## src/rtl/ripple_subtractor_pkg.sv

```systemverilog
// Shared types for the sequential ripple-borrow subtractor.
// Slice width, default state vector and per-slice result bundle.
package ripple_subtractor_pkg;

   localparam int SLICE_W    = 2;
   localparam int WIDTH_DEF  = 8;
   localparam int SLICES_DEF = WIDTH_DEF / SLICE_W;

   // One-hot slice pointer; all-zero means idle.
   typedef logic [SLICES_DEF-1:0] state_t;

   // Packed so {borrow, diff} is the 3-bit two's-complement result.
   typedef struct packed {
      logic               borrow;
      logic [SLICE_W-1:0] diff;
   } slice_res_t;

endpackage

```

## src/rtl/ripple_subtractor8_subtractor2.sv

```systemverilog
// Combinational 2-bit subtract slice with borrow in/out.
// Ports: a, s (2-bit operands), b_in -> d (2-bit difference), b_out.
module subtractor2
   import ripple_subtractor_pkg::*;
(
   input  logic [1:0] a,
   input  logic [1:0] s,
   input  logic       b_in,
   output logic [1:0] d,
   output logic       b_out
);

   slice_res_t res;

   // A borrow shows up as the wrap into bit 2.
   always_comb begin
      res = slice_res_t'({1'b0, a} - {1'b0, s} - {2'b00, b_in});
   end

   assign d     = res.diff;
   assign b_out = res.borrow;

endmodule

```

## src/rtl/ripple_subtractor8.sv

```systemverilog
// Sequential ripple-borrow subtractor, one 2-bit slice per clock.
// Ports: aclk, areset, rx_* controls/operands, tx_* result/flags, tx_ready.
module ripple_subtractor8
   import ripple_subtractor_pkg::*;
#(
   parameter int WIDTH = 8
) (
   input  logic             aclk,
   input  logic             areset,
   input  logic             rx_enable,
   input  logic             rx_write,
   input  logic             rx_strobe,
   input  logic             rx_borrowflag,
   input  logic [WIDTH-1:0] rx_minuend,
   input  logic [WIDTH-1:0] rx_subtrahend,
   output logic [WIDTH-1:0] tx_difference,
   output logic             tx_borrowflag,
   output logic             tx_zeroflag,
   output logic             tx_ready
);

   localparam int SLICES = WIDTH / SLICE_W;

   logic              enable_q;
   logic              write_q;
   logic [SLICES-1:0] state;
   logic [WIDTH-1:0]  opa;
   logic [WIDTH-1:0]  ops;
   logic [WIDTH-1:0]  diff_acc;
   logic              borrow_in;
   logic              borrow_r;

   logic              idle;
   logic              last;

   logic [SLICES-1:0][1:0] sd;
   logic [SLICES-1:0]      sb;
   logic [SLICES-1:0]      sb_en;
   logic [SLICES-1:0]      bin;

   logic [WIDTH-1:0]  diff_next;
   logic              b_next;

   assign idle     = (state == '0);
   assign last     = state[SLICES-1];
   assign tx_ready = idle;

   for (genvar k = 0; k < SLICES; k++) begin : g_slice
      // Slice 0 takes the latched borrow-in, the rest ripple
      // through the single borrow register.
      if (k == 0) begin : g_first
         assign bin[k] = borrow_in;
      end else begin : g_rest
         assign bin[k] = borrow_r;
      end

      subtractor2 u_slice (
         .a     (opa[k*SLICE_W +: SLICE_W]),
         .s     (ops[k*SLICE_W +: SLICE_W]),
         .b_in  (bin[k]),
         .d     (sd[k]),
         .b_out (sb[k])
      );

      assign sb_en[k] = sb[k] & state[k];
   end

   // Merge the active slice into the accumulator.
   always_comb begin
      diff_next = diff_acc;
      for (int k = 0; k < SLICES; k++) begin
         if (state[k]) begin
            diff_next[k*SLICE_W +: SLICE_W] = sd[k];
         end
      end
      b_next = |sb_en;
   end

   always_ff @(posedge aclk) begin
      if (areset) begin
         enable_q      <= 1'b0;
         write_q       <= 1'b0;
         state         <= '0;
         opa           <= '0;
         ops           <= '0;
         diff_acc      <= '0;
         borrow_in     <= 1'b0;
         borrow_r      <= 1'b0;
         tx_difference <= '0;
         tx_borrowflag <= 1'b0;
         tx_zeroflag   <= 1'b0;
      end else begin
         enable_q <= rx_enable;
         if (enable_q) begin
            if (idle) begin
               write_q <= rx_write;
               if (write_q) begin
                  opa <= rx_minuend;
                  ops <= rx_subtrahend;
               end
               if (rx_strobe) begin
                  state     <= SLICES'(1);
                  borrow_in <= rx_borrowflag;
               end
            end else begin
               // Last slice shifts out to all-zero, i.e. idle.
               state    <= state << 1;
               borrow_r <= b_next;
               diff_acc <= diff_next;
               if (last) begin
                  tx_difference <= diff_next;
                  tx_borrowflag <= b_next;
                  tx_zeroflag   <= (diff_next == '0);
               end
            end
         end
      end
   end

endmodule
```

## config.mk

```make
export PLATFORM = sky130hd
export DESIGN_NAME = ripple_subtractor8
export DESIGN_NICKNAME = d
export VERILOG_FILES = /design/src/rtl/ripple_subtractor_pkg.sv /design/src/rtl/ripple_subtractor8_subtractor2.sv /design/src/rtl/ripple_subtractor8.sv
export SDC_FILE = /design/constraint.sdc
export NUM_CORES = 1
export LEC_CHECK = 0
export BUFFER_PORTS_ARGS = -buffer_cell sky130_fd_sc_hd__buf_2
export CORE_ASPECT_RATIO = 0.8
export CORE_UTILIZATION = 40
export CTS_CLUSTER_SIZE = 10
export DETAILED_ROUTE_END_ITERATION = 10
export PLACE_DENSITY = 0.73
export SYNTH_ARGS = -nofsm -noshare
export SYNTH_HDL_FRONTEND = slang
export SYNTH_SLANG_ARGS = --single-unit
```

## constraint.sdc

```tcl
create_clock -name aclk -period 2.5 [get_ports aclk]
set_input_delay 0.5 -clock aclk [delete_from_list [all_inputs] [get_ports aclk]]
set_output_delay 0.5 -clock aclk [all_outputs]
set_load 0.02 [all_outputs]
```

==> results of run 1 <==
-- power by group --
group | leakage, nW | internal (W) | total (W) | switching, W
logic | 0.557 | 0.0000406 | 0.0000929 | 0.0000524
clock network | 0.0359 | 0.000180 | 0.000379 | 0.000199
registers | 0.323 | 0.000645 | 0.000653 | 0.00000868
-- how the worst max path moves through the flow --
| stage | end | slack (ns) | cells past startpoint |
|---|---|---|---|
| 4_1_cts | tx_zeroflag | -0.04 | 9 |
| 6_report | tx_zeroflag | -0.04 | 8 |
| 2_1_floorplan | tx_zeroflag | 0.05 | 8 |
| 3_3_place_gp | tx_zeroflag | -0.02 | 8 |
| 3_5_place_dp | tx_zeroflag | -0.08 | 9 |
| 5_1_grt | tx_zeroflag | -0.22 | 9 |
-- cells by family after synthesis --
| logic type | share of synthesized area (%) |
|---|---|
| xor+xnor | 1.82 |
| fa+ha+maj | 13.5 |
| simple gates | 18.1 |
| mux | 3.64 |
| buf+inv | 7.81 |
| flops | 41.6 |
| compound gates | 13.5 |
-- routing by layer --
| metal | GRT usage (%) | vias up |
|---|---|---|
| met1 | 23.8 | 668 |
| met2 | 24.4 | 37 |
| met5 | 0 | - |
| met3 | 4.71 | 5 |
| li1 | - | 775 |
| met4 | 7.73 | 0 |
-- what timing repair did --
item,in CTS,in global routing
hold endpoints to repair,0,0
endpoints found under the setup margin,1,1
gates resized for setup,3,4
-- cells in the final DEF, fill, tap and decap left out, types with 2 or more instances in the layout --
cell,netlist,routed
a311oi_1,3,3
clkbuf_8,0,5
inv_1,15,14
ha_1,8,8
buf_4,2,5
o21a_1,2,2
a21oi_2,2,4
nor2_1,18,18
dfxtp_1,40,39
a21oi_1,34,32
xnor2_1,4,4
buf_2,3,32
nand2_1,50,50
fa_1,8,8
mux2i_1,7,7
nand3_1,4,4
a22oi_1,2,2
-- worst max-delay path: cells and delay by family (launching register included) --
family | cells | cell delay [ns]
AO/OA/AOI/OAI | 2 | 0.25
adder cells (fa/ha/maj) | 3 | 1.22
buffers and inverters | 1 | 0.05
flip-flops | 1 | 0.34
AND/OR/NAND/NOR | 2 | 0.60
-- metrics by stage --
stage | utilization, % | hold slack [ns] | cells | power [W]
floorplan | - | 0.436 | 223 | 0.000726
global placement | 45.7 | 0.438 | 305 | 0.000756
detailed placement | 45.7 | 0.448 | 305 | 0.000759
CTS | 47.3 | 0.415 | 310 | 0.00114
global route | 47.7 | 0.436 | 310 | 0.00119
finish | 47.7 | 0.422 | 310 | 0.00113
-- layout make-up --
type                            count  area, sq um  share of cell area [%]
Timing Repair Buffer               37          198                    9.02
Inverter                           15         58.8                    2.68
Multi-Input combinational cell    153          988                    45.1
Clock buffer                        5         68.8                    3.14
Sequential cell                    40          802                    36.6
Tap cell                           60         75.1                    3.43
-- flip-flops by register name, summed over array words and instances, names as in the netlist --
signal,cells
borrow_in,1
borrow_r,1
diff_acc,6
enable_q,1
opa,8
ops,8
state,4
tx_borrowflag,1
tx_difference,8
tx_zeroflag,1
write_q,1
==> flow_summary_export.csv, run 1 <==
group,metric,value,unit
run_status,status,"finished, violations left",
run_status,failed_checks,"setup timing",
synthesis,yosys_register_bits,40,
clocking,clk_pin_slew,0.07,ns
finish,fillers,463,
floorplanning,initial_core_util,41.8,%
critical_path,slowest_stage,"fa_1",
timing,rsz0062_at_grt,"true",
synthesis,synth_top_area_share,41.6,%
pwr,peakVddDrop,311,uV
detailed_routing,drt_iter0_drc,63,
clocking,cts_setup_buffers,0,
critical_path,setup.worst_path.start,"borrow_r",
timing,hold_viol,0,
floorplanning,die_w,79.5,microns
clocking,cts_hold_buf,0,
finish,final_area,2190,sq um
synthesis,yosysWarnings,0,
clocking,cts_inserted_buffers,5,
floorplanning,pin_count,33,
critical_path,slowest_delay,0.55,ns
critical_path,r2r_slack,-0.04,ns
detailed_routing,met3_length,154,microns
synthesis,async_flop_share,0,%
floorplanning,num_rows,22,
detailed_routing,wire_per_inst,12.2,microns
detailed_routing,first_pass_iters,4,
timing,relSlewSlack,57.2,%
timing,finalMaxSlewViolations,0,
synthesis,synth_ff_type,"dfxtp_1",
critical_path,crit_required,2.71,ns
worst_hold_path,hold_end,"enable_q",
critical_path,cpMostUsedCell,"fa_1",
critical_path,cp_cell_sequence,"inv_4, fa_1, ha_1, nor2_1, fa_1, a21oi_2, or4_4, o31ai_2",
detailed_routing,wl_met2,1550,microns
clocking,clk_latency,0.29,ns
clocking,clockBufferDepth,2,
worst_hold_path,min_from,"rx_enable",
finish,nets,290,
synthesis,yosysSeqAreaShare,41.6,%
synthesis,synth.avg_cell_area,8.62,sq um
global_routing,grt_use_total,17.1,%
critical_path,reg2reg_to,"tx_zeroflag",
finish,syn2layout_area_growth,13.9,%
critical_path,worstPathArrival,2.75,ns
detailed_routing,drc,0,
clocking,tritoncts,"yes",
clocking,htree_levels,2,
global_routing,overflow,0,
detailed_routing,route.top_layer_used,"met4",
detailed_routing,wl_met1,2020,microns
global_routing,antenna_found_initial,0,
floorplanning,core-area,4600,sq um
synthesis,synth_top_area_cell,"dfxtp_1",
synthesis,synth.most_common_cell,"nand2_1",
run,cap_violations,0,
detailed_routing,antenna_left,0,
clocking,clock-root-buffer,"clkbuf_8",
worst_hold_path,holdPathStages,2,
timing,max_slew.worst_pin.slew,0.642,ns
worst_hold_path,hold_path.class,"input pin to register",
synthesis,synth.cell_area,1920,sq um
pwr,p_leak,0.916,nW
detailed_routing,wl,3780,microns
detailed_routing,vias,1485,
floorplanning,dieHeight,64.0,microns
detailed_routing,viasPerCell,4.79,
timing,final.min_clock_period,2.54,ns
global_routing,grt_start_max_net_pins,35,
place,place_hpwl,2790,microns
critical_path,critPathKind,"register to register",
timing,setup_viol,1,
critical_path,crit_path_end_kind,"register",
place,place_area,2100,sq um
timing,finalSetupTns,-0.0436,ns
synthesis,yosysUniqueCellTypes,30,
pwr,cellPowerDensity,514,nW/um^2
synthesis,yosys-top-cells-area,"dfxtp_1 (42%), nand2_1 (9.8%), a21oi_1 (8.8%)",
place,gp_congestion,0.760,
global_routing,grt_pass1_wl,6530,microns
timing,finalCritPeriodShare,102,%
timing,clock.fmax,393,MHz
synthesis,synthCells,223,
place,portBuffers,32,
critical_path,reg2reg_depth,8,
finish,n_antenna_cell,0,
synthesis,syn-num-nets,261,
critical_path,cp_max_fo,4,
synthesis,synth_common_cells,"nand2_1 (50), dfxtp_1 (40), a21oi_1 (34)",
clocking,cts_sinks,40,
critical_path,r2r-start,"borrow_r",
place,pre_cts_ws,-0.0771,ns
timing,skew,0.00330,ns
timing,setup_slack,-0.0436,ns
synthesis,synth_edf_count,0,
critical_path,start_kind,"register",
floorplanning,die-area,5090,sq um
finish,final_layout_size_suffix_gt1_share,20.4,%
global_routing,grt_pass1_vias,1406,
Note: power is estimated with default switching activity, not from simulation.
==> run 2, diff against run 1 <==
--- a/config.mk
+++ b/config.mk
@@ -5,6 +5,7 @@
 export SDC_FILE = /design/constraint.sdc
 export NUM_CORES = 1
 export LEC_CHECK = 0
+export ABC_AREA = 1
 export BUFFER_PORTS_ARGS = -buffer_cell sky130_fd_sc_hd__buf_2
 export CORE_ASPECT_RATIO = 0.8
 export CORE_UTILIZATION = 40
==> run 2 against run 1 <==
  * The run now ends clean
  * Final area increased by 6.5%
  * Clock skew up 0.0035 ns
  * Routed wire length up 9.4%
  * Core utilization up 1.6 points
  * Setup slack improved by 0.23 ns
  * Synthesized cell count increased by 12%
  * Sequential share of layout area shrank 0.56 points
  * Combinational power up 110%
  * Final cell count rose by 10%
  * Clock-buffer cell count increased by 2
  * Sequential cell count rose by 2
  * Critical path type unchanged
  * Largest power group unchanged
==> flow_summary_export.csv, run 2 <==
group,metric,value,unit
clocking,cts_sinks,42,
place,pre_cts_ws,0.0690,ns
global_routing,grt_use_total,17.6,%
finish,post-route-util,49.3,%
detailed_routing,drc,0,
detailed_routing,wire_per_inst,12.1,microns
finish,fillers,480,
detailed_routing,antenna_left,0,
floorplanning,dieHeight,65.8,microns
finish,n_antenna_cell,0,
detailed_routing,viasPerCell,4.96,
synthesis,synth_edf_count,0,
timing,hold_slack,0.414,ns
place,portBuffers,32,
synthesis,yosys-top-cells-area,"dfxtp_1 (41%), nand2_1 (8.1%), fa_1 (7.9%)",
synthesis,yosysSeqAreaShare,41.3,%
clocking,clk_pin_slew,0.08,ns
pwr,p_leak,1.01,nW
finish,final_cell_mix,"nand2_1 (44), dfxtp_1 (42), inv_1 (35), buf_2 (32), a21oi_1 (29)",
synthesis,yosysWarnings,0,
critical_path,worstPathArrival,2.49,ns
timing,relSlewSlack,57.6,%
pwr,peakVddDrop,317,uV
global_routing,antenna_found_initial,0,
clocking,clock-root-buffer,"clkbuf_8",
timing,max_slew.worst_pin.slew,0.635,ns
finish,syn2layout_area_growth,14.5,%
floorplanning,die_w,81.8,microns
clocking,cts_hold_buf,0,
critical_path,crit_required,2.68,ns
finish,nets,318,
timing,finalCritPeriodShare,92.4,%
global_routing,grt_pass1_vias,1622,
critical_path,r2r-start,"borrow_r",
global_routing,grt_start_max_net_pins,25,
global_routing,grt_pass1_wl,7040,microns
synthesis,synth_ff_type,"dfxtp_1",
timing,skew,0.00677,ns
pwr,cellPowerDensity,616,nW/um^2
place,dp_cells,333,
timing,setup_slack,0.191,ns
run_status,status,"complete, no violations",
synthesis,synth.avg_cell_area,8.15,sq um
critical_path,start_kind,"register",
place,place_hpwl,3110,microns
finish,layout_commonest_cell,"nand2_1",
global_routing,overflow,0,
clocking,clockBufferDepth,2,
timing,finalSetupTns,0,ns
timing,finalMaxSlewViolations,0,
clocking,clk_latency,0.29,ns
critical_path,critPathKind,"register to register",
synthesis,synth_common_cells,"nand2_1 (44), dfxtp_1 (42), inv_1 (36)",
run,cap_violations,0,
floorplanning,initial_core_util,43.0,%
synthesis,synth.most_common_cell,"nand2_1",
floorplanning,die-area,5380,sq um
timing,setup_viol,0,
synthesis,async_flop_share,0,%
synthesis,synth_top_area_cell,"dfxtp_1",
detailed_routing,drt_iter0_drc,49,
critical_path,setup.worst_path.start,"borrow_r",
clocking,cts_inserted_buffers,5,
synthesis,synthCells,250,
floorplanning,num_rows,22,
clocking,cts_setup_buffers,0,
synthesis,yosys_register_bits,42,
worst_hold_path,hold_path.class,"input pin to register",
clocking,cts_resized,0,
detailed_routing,wl,4140,microns
clocking,tritoncts,"yes",
detailed_routing,first_pass_iters,4,
worst_hold_path,min_from,"rx_enable",
synthesis,syn-num-nets,288,
timing,hold_viol,0,
critical_path,cp_max_fo,4,
place,gp_congestion,0.787,
synthesis,synth.cell_area,2040,sq um
timing,clock.fmax,433,MHz
synthesis,synth_top_area_share,41.3,%
finish,instances_no_fill,341,
clocking,htree_levels,2,
critical_path,crit_path_end_kind,"register",
finish,final_layout_size_suffix_gt1_share,19.6,%
detailed_routing,vias,1691,
timing,final.min_clock_period,2.31,ns
synthesis,yosysUniqueCellTypes,26,
floorplanning,core-area,4730,sq um
timing,rsz0062_at_grt,"false",
floorplanning,pin_count,33,
[run 2: cell count changes after synthesis, sizes merged, moves of 5 or more]
cell	before	now
mux2i	7	0
a21oi	36	31
clkbuf	7	2
o21ai	0	26
nand3	4	18
inv	15	37
[run 2: layer usage]
layer | part of all wire [%] | track usage, %
met2 | 44 | 27.7
met4 | 1.2 | 7.24
met1 | 50 | 23.1
met5 | 0 | 0
met3 | 5.1 | 4.14
[run 2: per-stage QoR]
stage          instance area (sq um)  power, W
3_3_place_gp                    2210  0.000922
6_report                        2330   0.00144
5_1_grt                         2330   0.00151
4_1_cts                         2320   0.00145
3_5_place_dp                    2210  0.000926
2_1_floorplan                   2040  0.000871
[run 2: cell type report]
type	count	area, sq um	share of cell area [%]
Sequential cell	42	841	36.1
Clock inverter	1	30.0	1.29
Inverter	37	139	5.95
Multi-Input combinational cell	162	1010	43.3
Tap cell	60	75.1	3.22
Clock buffer	7	76.3	3.27
Timing Repair Buffer	32	160	6.87
[run 2: final timing paths]
| check | endpoint | cells after the start | slack, ns |
|---|---|---|---|
| worst max register to register | tx_zeroflag | 12 | 0.19 |
| worst min-delay path | enable_q | 3 | 0.41 |
| worst min register to register | tx_difference[7] | 2 | 0.45 |
| worst max-delay path | tx_zeroflag | 12 | 0.19 |
[run 2: critical path, stage by stage, from the launching register on]
cell and delay (ns):
dfxtp_1 0.33, inv_2 0.07, fa_1 0.57, inv_1 0.05
ha_1 0.16, nor2_1 0.11, fa_1 0.42, nand2_1 0.09
o21ai_0 0.12, nand3_1 0.10, nor2_1 0.05, nand2_1 0.08
a21oi_2 0.05
[run 2: report_power, final]
group	switching (W)	leakage [nW]	internal [W]	total, W
clock network	0.000224	0.0524	0.000299	0.000522
logic	0.000127	0.621	0.0000705	0.000198
registers	0.0000269	0.340	0.000689	0.000716
[run 2: cell families after synthesis]
logic type / count (synthesis) / synth area share (%)
buffers and inverters: 46 / 9.77
AOI/OAI and AO/OA: 62 / 15.8
and+or+nand+nor: 84 / 20.3
DFF: 42 / 41.3
adders and majority gates: 16 / 12.8
==> run 3, diff against run 2 <==
--- a/config.mk
+++ b/config.mk
@@ -7,11 +7,10 @@
 export LEC_CHECK = 0
 export ABC_AREA = 1
 export BUFFER_PORTS_ARGS = -buffer_cell sky130_fd_sc_hd__buf_2
-export CORE_ASPECT_RATIO = 0.8
-export CORE_UTILIZATION = 40
+export CORE_UTILIZATION = 50
 export CTS_CLUSTER_SIZE = 10
 export DETAILED_ROUTE_END_ITERATION = 10
-export PLACE_DENSITY = 0.73
+export PLACE_DENSITY = 0.86
 export SYNTH_ARGS = -nofsm -noshare
 export SYNTH_HDL_FRONTEND = slang
 export SYNTH_SLANG_ARGS = --single-unit
==> run 3 against run 2 <==
  * First-iteration DRC count is 69% higher
  * Global-route usage rose by 6.1 points
  * Combinational power about the same
  * Largest cell class unchanged
  * Sequential cell count did not move
  * Setup slack got worse by 0.083 ns
  * Critical path depth shrank 1
  * Sequential power is essentially flat
  * Die area down 20%
  * Via count rose by 2.4%
  * Total power rose by 9.5%
==> flow_summary_export.csv, run 3 (synthesized netlist as in run 2, its figures left out) <==
group,metric,value,unit
run_status,status,"complete, no violations",
critical_path,slowest_delay,0.57,ns
clocking,cts_inserted_buffers,5,
timing,finalMaxSlewViolations,0,
pwr,p_leak,1.03,nW
place,place_hpwl,3090,microns
finish,nets,318,
clocking,tritoncts,"yes",
detailed_routing,drc,0,
clocking,clockBufferDepth,2,
worst_hold_path,hold_path.class,"input pin to register",
critical_path,crit_path_end_kind,"register",
timing,hold_slack,0.400,ns
floorplanning,pin_count,33,
pwr,clockPowerShare,41.9,%
finish,fillers,333,
critical_path,cp_cell_sequence,"inv_2, fa_1, ha_1, nor2_1, fa_1, nand2_1, o21ai_1, nand4_1, nor2_1, nand2_1, a21oi_1",
clocking,cts_sinks,42,
floorplanning,num_rows,22,
finish,final_layout_size_suffix_gt1_share,19.2,%
critical_path,r2r_slack,0.11,ns
detailed_routing,drt_iter0_drc,83,
critical_path,worstPathArrival,2.62,ns
finish,final_cell_mix,"nand2_1 (44), dfxtp_1 (42), inv_1 (35), buf_2 (32), a21oi_1 (30)",
finish,n_antenna_cell,0,
pwr,internal_power,0.00118,W
global_routing,grt_use_total,23.7,%
critical_path,cp_max_fo,4,
finish,syn2layout_area_growth,15.0,%
detailed_routing,antenna_left,0,
floorplanning,core-area,3770,sq um
pwr,p_switching,0.000387,W
place,pre_cts_ws,0.107,ns
timing,hold_viol,0,
detailed_routing,wire_per_inst,13.1,microns
timing,final.min_clock_period,2.39,ns
pwr,swShare,24.6,%
critical_path,start_kind,"register",
pwr,power_frac_comb,12.5,%
finish,layout_commonest_cell,"nand2_1",
timing,setup_viol,0,
finish,post-route-util,62.1,%
floorplanning,initial_core_util,54.0,%
timing,clock.fmax,418,MHz
critical_path,slowest_stage,"fa_1",
global_routing,overflow,0,
timing,skew,0.00326,ns
pwr,cellPowerDensity,671,nW/um^2
clocking,clk_latency,0.29,ns
run,cap_violations,0,
floorplanning,dieHeight,65.8,microns
global_routing,antenna_found_initial,0,
detailed_routing,wl,4310,microns
detailed_routing,first_pass_iters,4,
detailed_routing,viasPerCell,5.26,
place,gp_congestion,0.863,
place,portBuffers,32,
timing,relSlewSlack,58.8,%
timing,finalSetupTns,0,ns
critical_path,critPathKind,"register to register",
timing,setup_slack,0.108,ns
pwr,peakVddDrop,537,uV
global_routing,grt_pass1_wl,7560,microns
global_routing,grt_start_max_net_pins,25,
floorplanning,die-area,4330,sq um
timing,max_slew.worst_pin.slew,0.617,ns
global_routing,grt_pass1_vias,1740,
clocking,clock-root-buffer,"clkbuf_8",
critical_path,crit_family,"adder cells",
timing,rsz0062_at_grt,"false",
clocking,clk_pin_slew,0.08,ns
critical_path,crit_buf_inv,1,
floorplanning,die_w,65.8,microns
timing,finalCritPeriodShare,95.7,%
critical_path,crit_required,2.73,ns
clocking,htree_levels,2,
detailed_routing,vias,1731,
pwr,p_seq_share,45.6,%
clocking,cts_hold_buf,0,
[run 3: cell count changes in the layout (fill, tap and decap cells not counted)]
cell,change
a21oi_1,+1
a21oi_2,-1
bufinv_16,+1
clkbuf_1,-2
clkbuf_8,+1
o21ai_0,+1
o21ai_1,+1
o21ai_2,-2
[run 3: timing repair]
item                       CTS  global route
setup endpoints to repair    0             3
gates resized for setup      0             3
buffers inserted             0             0
[run 3: final timing paths]
check                   start     endpoint  cells after the start
setup / recovery     borrow_r  tx_zeroflag                     11
hold / removal      rx_enable     enable_q                      3
setup reg to reg     borrow_r  tx_zeroflag                     11
hold reg to reg   diff_acc[7]  diff_acc[7]                      2
[run 3: power by group through the flow]
stage,Clock (W),Combinational [W],Sequential (W)
6_report,0.000659,0.000196,0.000717
3_3_place_gp,0,0.000188,0.000731
2_1_floorplan,0,0.000149,0.000721
5_1_grt,0.000696,0.000225,0.000720
4_1_cts,0.000661,0.000198,0.000716
3_5_place_dp,0,0.000194,0.000732
[run 3: per-layer routing]
layer  part of all wire (%)  global-route usage [%]  routed length (microns)
met2                     48                    38.4                     2090
met1                     43                    28.9                     1870
met5                      0                       0                        0
met3                    4.7                    5.86                      203
met4                    3.5                    12.2                      153
[run 3: final cells by class]
cell class | count | area [sq um] | area share [%]
tap | 48 | 60.1 | 2.56
multi-input combinational | 162 | 1000 | 42.7
clock inverter | 2 | 60.1 | 2.56
sequential | 42 | 841 | 35.9
timing repair buffer | 32 | 160 | 6.84
inverter | 37 | 139 | 5.93
clock buffer | 6 | 82.6 | 3.53
[run 3: per-stage QoR]
stage               total power [W]  instance area, sq um  cells
floorplan                  0.000871                  2040    250
detailed placement         0.000927                  2200    321
global route                0.00164                  2340    329
finish                      0.00157                  2340    329
global placement           0.000918                  2200    321
CTS                         0.00158                  2340    329
[run 3: tightest hold or removal path, stage by stage]
cell and delay, ns:
buf_2 0.09, inv_1 0.04, nor2_1 0.03
